--- src/rtl/arc4_pkg.sv ---
// arc4_pkg: shared types and constants for the ARC4 datapath stages.
//   state_e      - PRGA controller states
//   MEM_DEPTH    - entries in S/CT/PT memories
//   ADDR_W       - memory address width derived from MEM_DEPTH
//   ASCII_LO/HI  - printable plaintext window used by the optional pt_ok flag
package arc4_pkg;

   localparam int unsigned MEM_DEPTH = 256;
   localparam int unsigned ADDR_W    = $clog2(MEM_DEPTH);

   localparam logic [7:0] ASCII_LO = 8'h20;
   localparam logic [7:0] ASCII_HI = 8'h7E;

   typedef enum logic [3:0] {
      StIdle,
      StRdLen,
      StWrLen,
      StRdSi,
      StRdSj,
      StWrSi,
      StWrSj,
      StRdPad,
      StRdCt,
      StWrPt
   } state_e;

   function automatic logic is_printable(input logic [7:0] b);
      return (b >= ASCII_LO) && (b <= ASCII_HI);
   endfunction

endpackage

--- src/rtl/arc4_prga.sv ---
// arc4_prga: ARC4 pseudo-random generation + XOR stage.
// Reads the length byte from ct[0], copies it to pt[0], then for each byte k=1..len runs the
// ARC4 i/j update, swaps s[i]/s[j] in place and writes pt[k] = s[s[i]+s[j]] ^ ct[k].
// All memories are synchronous-read (data valid the cycle after the address).
//
// Ports:
//   clk        - clock, rising edge
//   rst_n      - asynchronous reset, active HIGH despite the name
//   en / rdy   - start handshake; en is only honoured while rdy=1
//   key        - unused here, kept for a uniform stage interface
//   s_*        - S memory port (addr, read data, write data, write enable)
//   ct_*       - ciphertext memory read port
//   pt_*       - plaintext memory port (read data unused)
//   pt_ok      - only with ARC4_PT_ASCII_CHECK_EN defined: 1 while every pt[k>=1] of the
//                last run was printable ASCII; valid while rdy=1
module arc4_prga
   import arc4_pkg::*;
(
   input  logic              clk,
   input  logic              rst_n,
   input  logic              en,
   output logic              rdy,
   input  logic [23:0]       key,
   output logic [ADDR_W-1:0] s_addr,
   input  logic [7:0]        s_rddata,
   output logic [7:0]        s_wrdata,
   output logic              s_wren,
   output logic [ADDR_W-1:0] ct_addr,
   input  logic [7:0]        ct_rddata,
   output logic [ADDR_W-1:0] pt_addr,
   input  logic [7:0]        pt_rddata,
   output logic [7:0]        pt_wrdata,
`ifdef ARC4_PT_ASCII_CHECK_EN
   output logic              pt_ok,
`endif
   output logic              pt_wren
);

   state_e      state_q, state_d;
   logic        ph_q, ph_d;        // 0: address issued, 1: read data valid
   logic [7:0]  i_q, i_d;
   logic [7:0]  j_q, j_d;
   logic [7:0]  k_q, k_d;
   logic [7:0]  len_q, len_d;
   logic [7:0]  si_q, si_d;
   logic [7:0]  sj_q, sj_d;
   logic [7:0]  pad_q, pad_d;
   logic [7:0]  ct_q, ct_d;

   logic unused_inputs;
   assign unused_inputs = ^{key, pt_rddata};

   always_ff @(posedge clk or posedge rst_n) begin
      if (rst_n) begin
         state_q <= StIdle;
         ph_q    <= 1'b0;
         i_q     <= '0;
         j_q     <= '0;
         k_q     <= '0;
         len_q   <= '0;
         si_q    <= '0;
         sj_q    <= '0;
         pad_q   <= '0;
         ct_q    <= '0;
      end else begin
         state_q <= state_d;
         ph_q    <= ph_d;
         i_q     <= i_d;
         j_q     <= j_d;
         k_q     <= k_d;
         len_q   <= len_d;
         si_q    <= si_d;
         sj_q    <= sj_d;
         pad_q   <= pad_d;
         ct_q    <= ct_d;
      end
   end

   // Next-state. Read states spend two cycles: ph_q=0 issues the address, ph_q=1 captures.
   always_comb begin
      state_d = state_q;
      ph_d    = ph_q;
      i_d     = i_q;
      j_d     = j_q;
      k_d     = k_q;
      len_d   = len_q;
      si_d    = si_q;
      sj_d    = sj_q;
      pad_d   = pad_q;
      ct_d    = ct_q;

      case (state_q)
         StIdle: begin
            if (en) begin
               state_d = StRdLen;
               ph_d    = 1'b0;
               i_d     = '0;
               j_d     = '0;
               k_d     = '0;
            end
         end
         StRdLen: begin
            if (!ph_q) begin
               ph_d = 1'b1;
            end else begin
               ph_d    = 1'b0;
               len_d   = ct_rddata;
               state_d = StWrLen;
            end
         end
         StWrLen: begin
            if (len_q == 8'd0) begin
               state_d = StIdle;
            end else begin
               i_d     = 8'd1;
               k_d     = 8'd1;
               state_d = StRdSi;
            end
         end
         StRdSi: begin
            if (!ph_q) begin
               ph_d = 1'b1;
            end else begin
               ph_d    = 1'b0;
               si_d    = s_rddata;
               j_d     = j_q + s_rddata;
               state_d = StRdSj;
            end
         end
         StRdSj: begin
            if (!ph_q) begin
               ph_d = 1'b1;
            end else begin
               ph_d    = 1'b0;
               sj_d    = s_rddata;
               state_d = StWrSi;
            end
         end
         StWrSi: state_d = StWrSj;
         StWrSj: state_d = StRdPad;
         StRdPad: begin
            if (!ph_q) begin
               ph_d = 1'b1;
            end else begin
               ph_d    = 1'b0;
               pad_d   = s_rddata;
               state_d = StRdCt;
            end
         end
         StRdCt: begin
            if (!ph_q) begin
               ph_d = 1'b1;
            end else begin
               ph_d    = 1'b0;
               ct_d    = ct_rddata;
               state_d = StWrPt;
            end
         end
         StWrPt: begin
            // Compare before incrementing so len=255 terminates without k wrapping.
            if (k_q == len_q) begin
               state_d = StIdle;
            end else begin
               i_d     = i_q + 8'd1;
               k_d     = k_q + 8'd1;
               state_d = StRdSi;
            end
         end
         default: state_d = StIdle;
      endcase
   end

   // Moore outputs; everything is zero in StIdle so reset drives all buses low.
   always_comb begin
      rdy       = 1'b0;
      s_addr    = '0;
      s_wrdata  = '0;
      s_wren    = 1'b0;
      ct_addr   = '0;
      pt_addr   = '0;
      pt_wrdata = '0;
      pt_wren   = 1'b0;

      case (state_q)
         StIdle:  rdy = 1'b1;
         StRdLen: ct_addr = '0;
         StWrLen: begin
            pt_addr   = '0;
            pt_wrdata = len_q;
            pt_wren   = 1'b1;
         end
         StRdSi:  s_addr = i_q;
         StRdSj:  s_addr = j_q;
         StWrSi: begin
            s_addr   = i_q;
            s_wrdata = sj_q;
            s_wren   = 1'b1;
         end
         StWrSj: begin
            s_addr   = j_q;
            s_wrdata = si_q;
            s_wren   = 1'b1;
         end
         // Registered s[i]/s[j] give the pad index; no re-read after the swap.
         StRdPad: s_addr = si_q + sj_q;
         StRdCt:  ct_addr = k_q;
         StWrPt: begin
            pt_addr   = k_q;
            pt_wrdata = pad_q ^ ct_q;
            pt_wren   = 1'b1;
         end
         default: rdy = 1'b0;
      endcase
   end

`ifdef ARC4_PT_ASCII_CHECK_EN
   logic pt_ok_q, pt_ok_d;

   always_comb begin
      pt_ok_d = pt_ok_q;
      if (state_q == StIdle && en) begin
         pt_ok_d = 1'b1;
      end else if (state_q == StWrPt && !is_printable(pt_wrdata)) begin
         pt_ok_d = 1'b0;
      end
   end

   always_ff @(posedge clk or posedge rst_n) begin
      if (rst_n) begin
         pt_ok_q <= 1'b1;
      end else begin
         pt_ok_q <= pt_ok_d;
      end
   end

   assign pt_ok = pt_ok_q;
`endif

endmodule

--- config.mk ---
export PLATFORM = sky130hd
export DESIGN_NAME = arc4_prga
export DESIGN_NICKNAME = d
export VERILOG_FILES = /design/src/rtl/arc4_pkg.sv /design/src/rtl/arc4_prga.sv
export SDC_FILE = /design/constraint.sdc
export NUM_CORES = 1
export LEC_CHECK = 0
export CAP_MARGIN = 20
export CELL_PAD_IN_SITES_DETAIL_PLACEMENT = 0
export CELL_PAD_IN_SITES_GLOBAL_PLACEMENT = 1
export CORE_ASPECT_RATIO = 0.7
export CORE_MARGIN = 2
export CORE_UTILIZATION = 35
export CTS_CLUSTER_SIZE = 24
export DETAILED_ROUTE_END_ITERATION = 8
export PLACE_DENSITY_LB_ADDON = 0.1
export SKIP_CTS_REPAIR_TIMING = 1
export SLEW_MARGIN = 15
export SYNTH_ARGS = -nofsm -noshare
export SYNTH_HDL_FRONTEND = slang
export SYNTH_SLANG_ARGS = --single-unit
--- constraint.sdc ---
create_clock -name clk -period 2.4 [get_ports clk]
set_input_delay 0.6 -clock clk [delete_from_list [all_inputs] [get_ports clk]]
set_output_delay 0.6 -clock clk [all_outputs]
set_load 0.02 [all_outputs]
==> results of run 1 <==
## registers in the layout, summed over array words and instances, names as in the netlist
register and count:
ct_q 8, i_q 8, j_q 8, k_q 8, len_q 8, pad_q 8, ph_q 1, si_q 8
sj_q 8, state_q 4
## logic make-up (layout without fill, tap and decap cells)
kind of cell,count (synthesis),after routing,synth area share [%]
muxes,39,39,10.02
AOI/OAI and AO/OA,100,100,16.92
DFF,69,69,40.20
buffers and inverters,34,193,3.117
xor gates and xnor gates,28,28,5.709
adders and majority gates,18,18,5.593
and+or+nand+nor,156,156,18.44
## worst max-delay path, stage by stage, from the launching register on
cell                        delay [ns]
sky130_fd_sc_hd__dfrtp_1          0.42
sky130_fd_sc_hd__ha_1             0.34
sky130_fd_sc_hd__a21o_1           0.19
sky130_fd_sc_hd__a211o_1          0.34
sky130_fd_sc_hd__a2111oi_4        0.32
sky130_fd_sc_hd__or4_4            0.19
sky130_fd_sc_hd__nand3_2          0.07
sky130_fd_sc_hd__buf_6            0.14
## stage by stage
stage	hold WS, ns	utilization [%]	instance area (sq um)	cells
CTS	0.5258	50.74	6013	741
floorplan	0.4689	-	4315	444
finish	0.5236	53.42	6330	760
global placement	0.4994	47.94	5680	725
global route	0.5465	53.42	6330	760
detailed placement	0.5123	47.94	5680	725
## layer usage
metal,track usage [%],wire length [um],up-vias
met2,28.22,5600,96
li1,-,-,1923
met1,32.64,7002,1943
met3,4.403,788,10
met5,0,0,-
met4,4.327,145,0
## cell usage after synthesis, types with 3 or more instances
cell and n:
sky130_fd_sc_hd__a22o_1 12, sky130_fd_sc_hd__xor2_1 21, sky130_fd_sc_hd__mux2i_1 7, sky130_fd_sc_hd__a31oi_1 4, sky130_fd_sc_hd__nor2_1 24, sky130_fd_sc_hd__nor2b_1 3
sky130_fd_sc_hd__ha_1 16, sky130_fd_sc_hd__nand2_1 45, sky130_fd_sc_hd__mux2_2 32, sky130_fd_sc_hd__o21a_1 4, sky130_fd_sc_hd__clkbuf_1 13, sky130_fd_sc_hd__dfrtp_1 69
sky130_fd_sc_hd__inv_1 16, sky130_fd_sc_hd__a2111oi_0 5, sky130_fd_sc_hd__nand3_1 12, sky130_fd_sc_hd__a21o_1 3, sky130_fd_sc_hd__and4_1 3, sky130_fd_sc_hd__nand2b_1 12
sky130_fd_sc_hd__nor3_1 9, sky130_fd_sc_hd__or4_1 3, sky130_fd_sc_hd__xnor2_1 7, sky130_fd_sc_hd__nor4_1 9, sky130_fd_sc_hd__buf_2 5, sky130_fd_sc_hd__and2_1 18
sky130_fd_sc_hd__a22oi_1 12, sky130_fd_sc_hd__o21ai_0 13, sky130_fd_sc_hd__or2_2 3, sky130_fd_sc_hd__and3_1 4, sky130_fd_sc_hd__o31ai_1 4, sky130_fd_sc_hd__a21oi_1 18
sky130_fd_sc_hd__nand4_1 6, sky130_fd_sc_hd__o211ai_1 3
## cell type report
type	count	area share (%)
well taps	157	3.103
flip-flops and latches	69	27.34
clock buffers	10	3.775
clock inverters	6	1.483
inverters	16	0.9883
multi-input cells	341	41.04
repair buffers	161	22.28
## path summary, 6_finish.rpt
check	from	endpoint	slack, ns	cells after the start
min in group asynchronous	rst_n	sj_q[4]	0.64	3
worst max-delay path	si_q[1]	s_addr[7]	-0.53	7
worst min register to register	ct_q[4]	ct_q[4]	0.52	1
max in group asynchronous	rst_n	state_q[1]	1.41	3
worst max register to register	state_q[3]	i_q[0]	0.07	8
worst min-delay path	ct_q[4]	ct_q[4]	0.52	1
## placed cells by master, fill, tap and decap left out, drive strengths merged, types with 16 or more instances in the layout
cell,count
a21oi,18
and2,18
buf,110
clkbuf,28
clkdlybuf4s50,17
dfrtp,69
dlymetal6s2s,16
ha,16
inv,18
mux2,32
nand2,45
nor2,24
xor2,21
## power by group through the flow
stage | Combinational, uW | Clock, uW | Sequential (uW)
floorplan | 2420 | 0 | 1950
global placement | 4100 | 0 | 2060
detailed placement | 4150 | 0 | 2070
CTS | 4170 | 1520 | 2050
global route | 5220 | 1570 | 2120
finish | 4790 | 1500 | 2050
==> flow_metrics.env, run 1 <==
export IMPL_grt_first_pass_wirelength_um=20910
export IMPL_static_leakage_power_uw=0.003177
export IMPL_ys_seq_elements=69
export IMPL_core_rowCount=33
export IMPL_cts_root_buf="sky130_fd_sc_hd__clkbuf_16"
export IMPL_clock_skew_ns=0.01145
export IMPL_max_slew_margin_pct=47.89
export IMPL_pwr_density_nw_per_um2=1318
export IMPL_rsz0062_at_grt="true"
export IMPL_power_net_switching_uw=3295
export IMPL_layout_min_cycle_time_ns=2.934
export IMPL_class_of_the_tightest_hold_or_removal_check="register to register"
export IMPL_power_share_combinational_pct=57.4
export IMPL_status="finished, violations left"
export IMPL_synth_async_sr_flop_share_pct=100.0
export IMPL_yosysWarningCount=0
export IMPL_vias=3972
export IMPL_internal_power_uw=5044
export IMPL_preCtsSetupSlack_ns=-0.6412
export IMPL_design_portCount=94
export IMPL_worst_ir_drop_vdd_v=0.0006278
export IMPL_violations="negative setup slack"
export IMPL_timing_critical_path_required_ns=1.80
export IMPL_clk_pin_slew_worst_paths_ns=0.06
export IMPL_hold_violations=0
export IMPL_pwr_share_seq_pct=24.6
export IMPL_chipHeight_um=96.69
export IMPL_insertion_delay_ns=0.34
export IMPL_core_area_sq_um=11850
export IMPL_timing_critical_path_arrival_ns=2.33
export IMPL_chipWidth_um=136.4
export IMPL_clock_sinks=69
export IMPL_cap_viol_max_count=0
export IMPL_dr_pass1_iters=5
export IMPL_floorplan_initialDensity_pct=36.25
export IMPL_hpwl_after_detailed_placement_um=9756
export IMPL_portBuffers=61
export IMPL_area_overhead_vs_synth_pct=47.36
export IMPL_cts_htree_levels=3
export IMPL_first_global_vias=3832
export IMPL_pwr_share_clk_pct=18.0
export IMPL_yosys_cell_types=53
export IMPL_grt_antenna_before_repair=0
export IMPL_grt_use_total_pct=20.56
export IMPL_fin_setup_tns_ns=-2.471
export IMPL_share_of_post_route_cells_with_drive_strength_above_1_pct=35.32
export IMPL_via_per_inst=5.226
export IMPL_detail_route_wl_per_cell_um=17.81
export IMPL_gp_routability_congestion=0.7875
export IMPL_remaining_drc_errors=0
export IMPL_cts_buffer_depth=2
export IMPL_min_period_over_period_pct=122.2
export IMPL_route_final_wire_length_um=13540
export IMPL_cp_max_fo=3
export IMPL_synth_edf_count=0
export IMPL_total_power_uw=8340
export IMPL_crit_path_end_kind="output pin"
export IMPL_number_of_fillers_in_the_final_layout=1055
export IMPL_synthFlopType="sky130_fd_sc_hd__dfrtp_1"
export IMPL_fmax_ghz=0.3409
export IMPL_sw_frac_of_total_pct=39.51
export IMPL_max_transition_viols_final=0
export IMPL_synth_area_per_cell_sq_um=9.674
export IMPL_worst_slew_pin_tran_ns=0.7817
export IMPL_largest_net_degree_at_the_start_of_global_routing=70
export IMPL_detail_route_iter0_violations=264
export IMPL_cp_start_kind="register"
export IMPL_die_area_sq_um=13190
export IMPL_yosys_top_cells_area="sky130_fd_sc_hd__dfrtp_1, sky130_fd_sc_hd__mux2_2, sky130_fd_sc_hd__ha_1, sky130_fd_sc_hd__xor2_1, sky130_fd_sc_hd__nand2_1"
export IMPL_globalRoute_totalOverflow=0
export IMPL_synth_top_area_share_pct=40.20
export IMPL_tritoncts="yes"
export IMPL_layout_nets=667
export IMPL_postRouteAntennaNets=0
export IMPL_syn_nets=513
export IMPL_cell_area_synth_sq_um=4295
export IMPL_ys_seq_area_share_pct=40.20
export IMPL_timing_final_ws_setup_ns=-0.5337
export IMPL_synth_largest_area_cell="sky130_fd_sc_hd__dfrtp_1"
export IMPL_clock_buffer_count_from_cts=9
export IMPL_final_setup_viol_count=8
export IMPL_antenna_cells=0
export IMPL_register_area_sq_um=1730
export IMPL_postSynthCellCount=444
export IMPL_setup_worst_path_class="register to output pin"
export IMPL_multiInputGateArea_sq_um=2597
Note: power is estimated with default switching activity, not from simulation.
==> run 2, diff against run 1 <==
- RECOVER_POWER: default -> 25
==> flow_metrics.env, run 2 (same netlist as run 1, synthesis figures left out) <==
export IMPL_power_net_switching_uw=3301
export IMPL_largest_net_degree_at_the_start_of_global_routing=70
export IMPL_path_buf_inv=1
export IMPL_dp_cells=725
export IMPL_critical_path_max_stage_delay_ns=0.43
export IMPL_status="finished, violations left"
export IMPL_portBuffers=61
export IMPL_first_global_vias=3832
export IMPL_max_transition_viols_final=0
export IMPL_commonest_non_fill_non_tap_cell_in_the_layout="sky130_fd_sc_hd__buf_4"
export IMPL_worst_path_dominant_cell_family="compound AO/OA/AOI/OAI gates"
export IMPL_die_area_sq_um=13190
export IMPL_grt_antenna_before_repair=0
export IMPL_detail_route_iter0_violations=258
export IMPL_timing_critical_path_cells="ha_1 -> a21o_1 -> a211o_1 -> a2111oi_4 -> or4_4 -> nand3_2 -> buf_6"
export IMPL_postRouteAntennaNets=0
export IMPL_min_from="ct_q[4]"
export IMPL_hold_violations=0
export IMPL_clock_buffer_count_from_cts=9
export IMPL_clock_skew_ns=0.009888
export IMPL_grt_use_total_pct=20.56
export IMPL_gp_routability_congestion=0.7875
export IMPL_power_share_combinational_pct=57.4
export IMPL_tritoncts="yes"
export IMPL_static_leakage_power_uw=0.003169
export IMPL_r2r_start="state_q[3]"
export IMPL_via_per_inst=5.254
export IMPL_cap_viol_max_count=0
export IMPL_cts_htree_levels=3
export IMPL_pwr_share_seq_pct=24.6
export IMPL_grt_first_pass_wirelength_um=20910
export IMPL_remaining_drc_errors=0
export IMPL_crit_path_end_kind="output pin"
export IMPL_max_slew_margin_pct=34.26
export IMPL_share_of_post_route_cells_with_drive_strength_above_1_pct=35.16
export IMPL_globalRoute_totalOverflow=0
export IMPL_worst_ir_drop_vdd_v=0.0006292
export IMPL_chipHeight_um=96.69
export IMPL_preCtsSetupSlack_ns=-0.6412
export IMPL_worst_slew_pin_tran_ns=0.9861
export IMPL_fmax_ghz=0.3404
export IMPL_antenna_cells=0
export IMPL_setup_worst_path_class="register to output pin"
export IMPL_timing_critical_path_arrival_ns=2.34
export IMPL_floorplan_initialDensity_pct=36.25
export IMPL_number_of_fillers_in_the_final_layout=1055
export IMPL_worst_path_max_delay_cell="sky130_fd_sc_hd__dfrtp_1"
export IMPL_utilization_pct=53.31
export IMPL_design_portCount=94
export IMPL_layout_min_cycle_time_ns=2.938
export IMPL_insertion_delay_ns=0.34
export IMPL_cp_max_fo=3
export IMPL_route_final_wire_length_um=13540
export IMPL_layout_nets=667
export IMPL_vias=3993
export IMPL_post_layout_nonfiller_instances=760
export IMPL_cts_buffer_depth=2
export IMPL_pwr_density_nw_per_um2=1320
export IMPL_min_period_over_period_pct=122.4
export IMPL_worst_setup_path_startpoint="sj_q[1]"
export IMPL_dr_pass1_iters=5
export IMPL_pwr_share_clk_pct=18.0
export IMPL_hpwl_after_detailed_placement_um=9756
export IMPL_core_area_sq_um=11850
export IMPL_final_cell_mix="sky130_fd_sc_hd__buf_4, sky130_fd_sc_hd__dfrtp_1, sky130_fd_sc_hd__nand2_1"
export IMPL_clock_sinks=69
export IMPL_sw_frac_of_total_pct=39.57
export IMPL_fin_setup_tns_ns=-2.495
export IMPL_violations="negative setup slack"
export IMPL_timing_critical_path_required_ns=1.80
export IMPL_timing_final_ws_setup_ns=-0.5381
export IMPL_cts_root_buf="sky130_fd_sc_hd__clkbuf_16"
export IMPL_class_of_the_tightest_hold_or_removal_check="register to register"
export IMPL_internal_power_uw=5041
export IMPL_rsz0062_at_grt="true"
export IMPL_final_setup_viol_count=8
export IMPL_clk_pin_slew_worst_paths_ns=0.06
export IMPL_detail_route_wl_per_cell_um=17.82
export IMPL_core_rowCount=33
export IMPL_chipWidth_um=136.4
export IMPL_area_overhead_vs_synth_pct=47.07
export IMPL_cp_start_kind="register"
## run 2: worst paths after layout
kind	endpoint	slack [ns]	depth (start not counted)
max	s_addr[7]	-0.54	7
min	ct_q[4]	0.52	1
max reg2reg	i_q[0]	0.07	8
min reg2reg	ct_q[4]	0.52	1
max in group asynchronous	state_q[2]	0.68	3
min in group asynchronous	sj_q[4]	1.03	3
## run 2: final cells by class
type | count | area (sq um) | share of cell area, %
tap | 157 | 196.4 | 3.110
clock inverter | 6 | 93.84 | 1.485
timing repair buffer | 161 | 1398 | 22.12
sequential | 69 | 1730 | 27.39
multi-input combinational | 341 | 2597 | 41.12
inverter | 16 | 62.56 | 0.9903
clock buffer | 10 | 239.0 | 3.783
## run 2: metrics by stage
| stage | hold WS, ns | total power, uW | area [sq um] |
|---|---|---|---|
| 2_1_floorplan | 0.4689 | 4370 | 4315 |
| 3_3_place_gp | 0.4994 | 6160 | 5680 |
| 3_5_place_dp | 0.5123 | 6217 | 5680 |
| 4_1_cts | 0.5258 | 7742 | 6013 |
| 5_1_grt | 0.5465 | 8904 | 6317 |
| 6_report | 0.5237 | 8342 | 6317 |
## run 2: power groups by stage
stage / clock [uW] / sequential, uW / combinational (uW)
detailed placement: 0 / 2070 / 4150
floorplan: 0 / 1950 / 2420
finish: 1510 / 2050 / 4790
global placement: 0 / 2060 / 4100
global route: 1570 / 2120 / 5220
CTS: 1520 / 2050 / 4170
## run 2: metal layers
metal,global-route usage (%),share of wire (%),vias up
li1,-,-,1928
met1,32.64,52,1942
met2,28.22,41,109
met3,4.403,5.2,14
met4,4.327,1.3,0
met5,0,0,-
==> run 3, diff against run 2 <==
- SKIP_CTS_REPAIR_TIMING: 1 -> default
==> flow_metrics.env, run 3 (same netlist as run 1, synthesis figures left out) <==
export IMPL_insertion_delay_ns=0.34
export IMPL_design_portCount=94
export IMPL_area_overhead_vs_synth_pct=48.09
export IMPL_utilization_pct=53.68
export IMPL_pwr_density_nw_per_um2=1346
export IMPL_hpwl_after_detailed_placement_um=9756
export IMPL_cp_max_fo=2
export IMPL_grt_first_pass_wirelength_um=21870
export IMPL_final_setup_viol_count=8
export IMPL_max_transition_viols_final=0
export IMPL_clock_sinks=69
export IMPL_via_per_inst=5.311
export IMPL_hold_violations=0
export IMPL_timing_final_ws_setup_ns=-0.4726
export IMPL_max_slew_margin_pct=32.62
export IMPL_layout_nets=675
export IMPL_path_buf_inv=1
export IMPL_cap_viol_max_count=0
export IMPL_core_area_sq_um=11850
export IMPL_dr_pass1_iters=6
export IMPL_chipWidth_um=136.4
export IMPL_worst_path_max_delay_cell="sky130_fd_sc_hd__dfrtp_1"
export IMPL_globalRoute_totalOverflow=0
export IMPL_hold_slack_ns=0.5237
export IMPL_commonest_non_fill_non_tap_cell_in_the_layout="sky130_fd_sc_hd__buf_4"
export IMPL_share_of_post_route_cells_with_drive_strength_above_1_pct=39.44
export IMPL_antenna_cells=0
export IMPL_fin_setup_tns_ns=-2.468
export IMPL_largest_net_degree_at_the_start_of_global_routing=70
export IMPL_clk_pin_slew_worst_paths_ns=0.06
export IMPL_chipHeight_um=96.69
export IMPL_postRouteAntennaNets=0
export IMPL_remaining_drc_errors=0
export IMPL_vias=4079
export IMPL_portBuffers=61
export IMPL_core_rowCount=33
export IMPL_grt_antenna_before_repair=0
export IMPL_detail_route_wl_per_cell_um=17.84
export IMPL_setup_worst_path_class="register to output pin"
export IMPL_violations="negative setup slack"
export IMPL_fmax_ghz=0.3481
export IMPL_timing_critical_path_required_ns=1.80
export IMPL_timing_critical_path_cells="ha_2 -> fa_2 -> a21o_1 -> a21oi_2 -> o21bai_2 -> a2111oi_2 -> nand3b_1 -> buf_6"
export IMPL_layout_min_cycle_time_ns=2.873
export IMPL_worst_ir_drop_vdd_v=0.0006244
export IMPL_detail_route_iter0_violations=299
export IMPL_floorplan_initialDensity_pct=36.25
export IMPL_critical_path_max_stage_delay_ns=0.38
export IMPL_worst_path_dominant_cell_family="compound AO/OA/AOI/OAI gates"
export IMPL_status="finished, violations left"
export IMPL_tritoncts="yes"
export IMPL_route_final_wire_length_um=13700
export IMPL_gp_routability_congestion=0.7875
export IMPL_crit_path_end_kind="output pin"
export IMPL_cts_htree_levels=3
export IMPL_clock_buffer_count_from_cts=9
export IMPL_grt_use_total_pct=21.51
export IMPL_cts_buffer_depth=2
export IMPL_min_period_over_period_pct=119.7
export IMPL_class_of_the_tightest_hold_or_removal_check="register to register"
export IMPL_die_area_sq_um=13190
export IMPL_final_cell_mix="sky130_fd_sc_hd__buf_4, sky130_fd_sc_hd__dfrtp_1, sky130_fd_sc_hd__nand2_1"
export IMPL_rsz0062_at_grt="true"
export IMPL_cp_start_kind="register"
export IMPL_timing_critical_path_arrival_ns=2.27
export IMPL_cts_root_buf="sky130_fd_sc_hd__clkbuf_16"
export IMPL_first_global_vias=4023
export IMPL_clock_skew_ns=0.01025
export IMPL_static_leakage_power_uw=0.002997
export IMPL_worst_slew_pin_tran_ns=1.011
run 3: cell count changes in the layout (fill, tap and decap cells not counted), moves of 6 or more:
cell                              previous run  this run
sky130_fd_sc_hd__buf_2                       3        22
sky130_fd_sc_hd__clkdlybuf4s15_2             0         6
sky130_fd_sc_hd__buf_6                      17        30
sky130_fd_sc_hd__clkbuf_2                   17         4
sky130_fd_sc_hd__dlymetal6s2s_1             16         2
run 3: power breakdown:
part | total [uW] | internal, uW | switching [uW]
clock | 1500 | 948 | 553
sequential | 2030 | 1620 | 415
combinational | 5030 | 2610 | 2420
run 3: path summary, 6_finish.rpt:
| check | start | to | slack (ns) | cells past startpoint |
|---|---|---|---|---|
| max in group asynchronous | rst_n | state_q[2] | 0.65 | 3 |
| min reg2reg | ct_q[4] | ct_q[4] | 0.52 | 1 |
| min in group asynchronous | rst_n | sj_q[7] | 1.04 | 3 |
| max | si_q[0] | s_addr[6] | -0.47 | 8 |
| min | ct_q[4] | ct_q[4] | 0.52 | 1 |
| max reg2reg | state_q[1] | i_q[0] | 0.06 | 8 |
run 3: what timing repair did:
| item | in CTS | in global routing |
|---|---|---|
| endpoints found under the hold margin | 0 | 0 |
| buffers inserted | 23 | 11 |
| resized for setup | 195 | 64 |
| endpoints found under the setup margin | 43 | 47 |
| cloned | 1 | 1 |
| pin swaps | 15 | 17 |
| hold buffers | 0 | 0 |
run 3: area by class of cell:
class,instances,area [sq um]
Inverter,16,62.56
Timing Repair Buffer,169,1409
Clock inverter,6,93.84
Fill cell,1039,5489
Sequential cell,69,1728
Clock buffer,10,239.0
Tap cell,157,196.4
Multi-Input combinational cell,341,2633
run 3: routing by layer:
layer | part of all wire (%) | global-route usage (%) | up-vias
met5 | 0 | 0 | -
met3 | 5.3 | 5.189 | 14
met2 | 42 | 30.07 | 104
met1 | 52 | 33.12 | 2016
met4 | 1.2 | 4.968 | 0
li1 | - | - | 1945
run 3: metrics by stage:
stage	std cells	total power (uW)	instance area, sq um	worst slack, ns
after global placement	725	6160	5680	-0.5899
after detailed placement	725	6217	5680	-0.6412
after floorplan	444	4370	4315	-0.05940
final	768	8562	6361	-0.4726
after CTS	763	8210	6241	-0.5503
after global routing	768	9128	6361	-0.5892
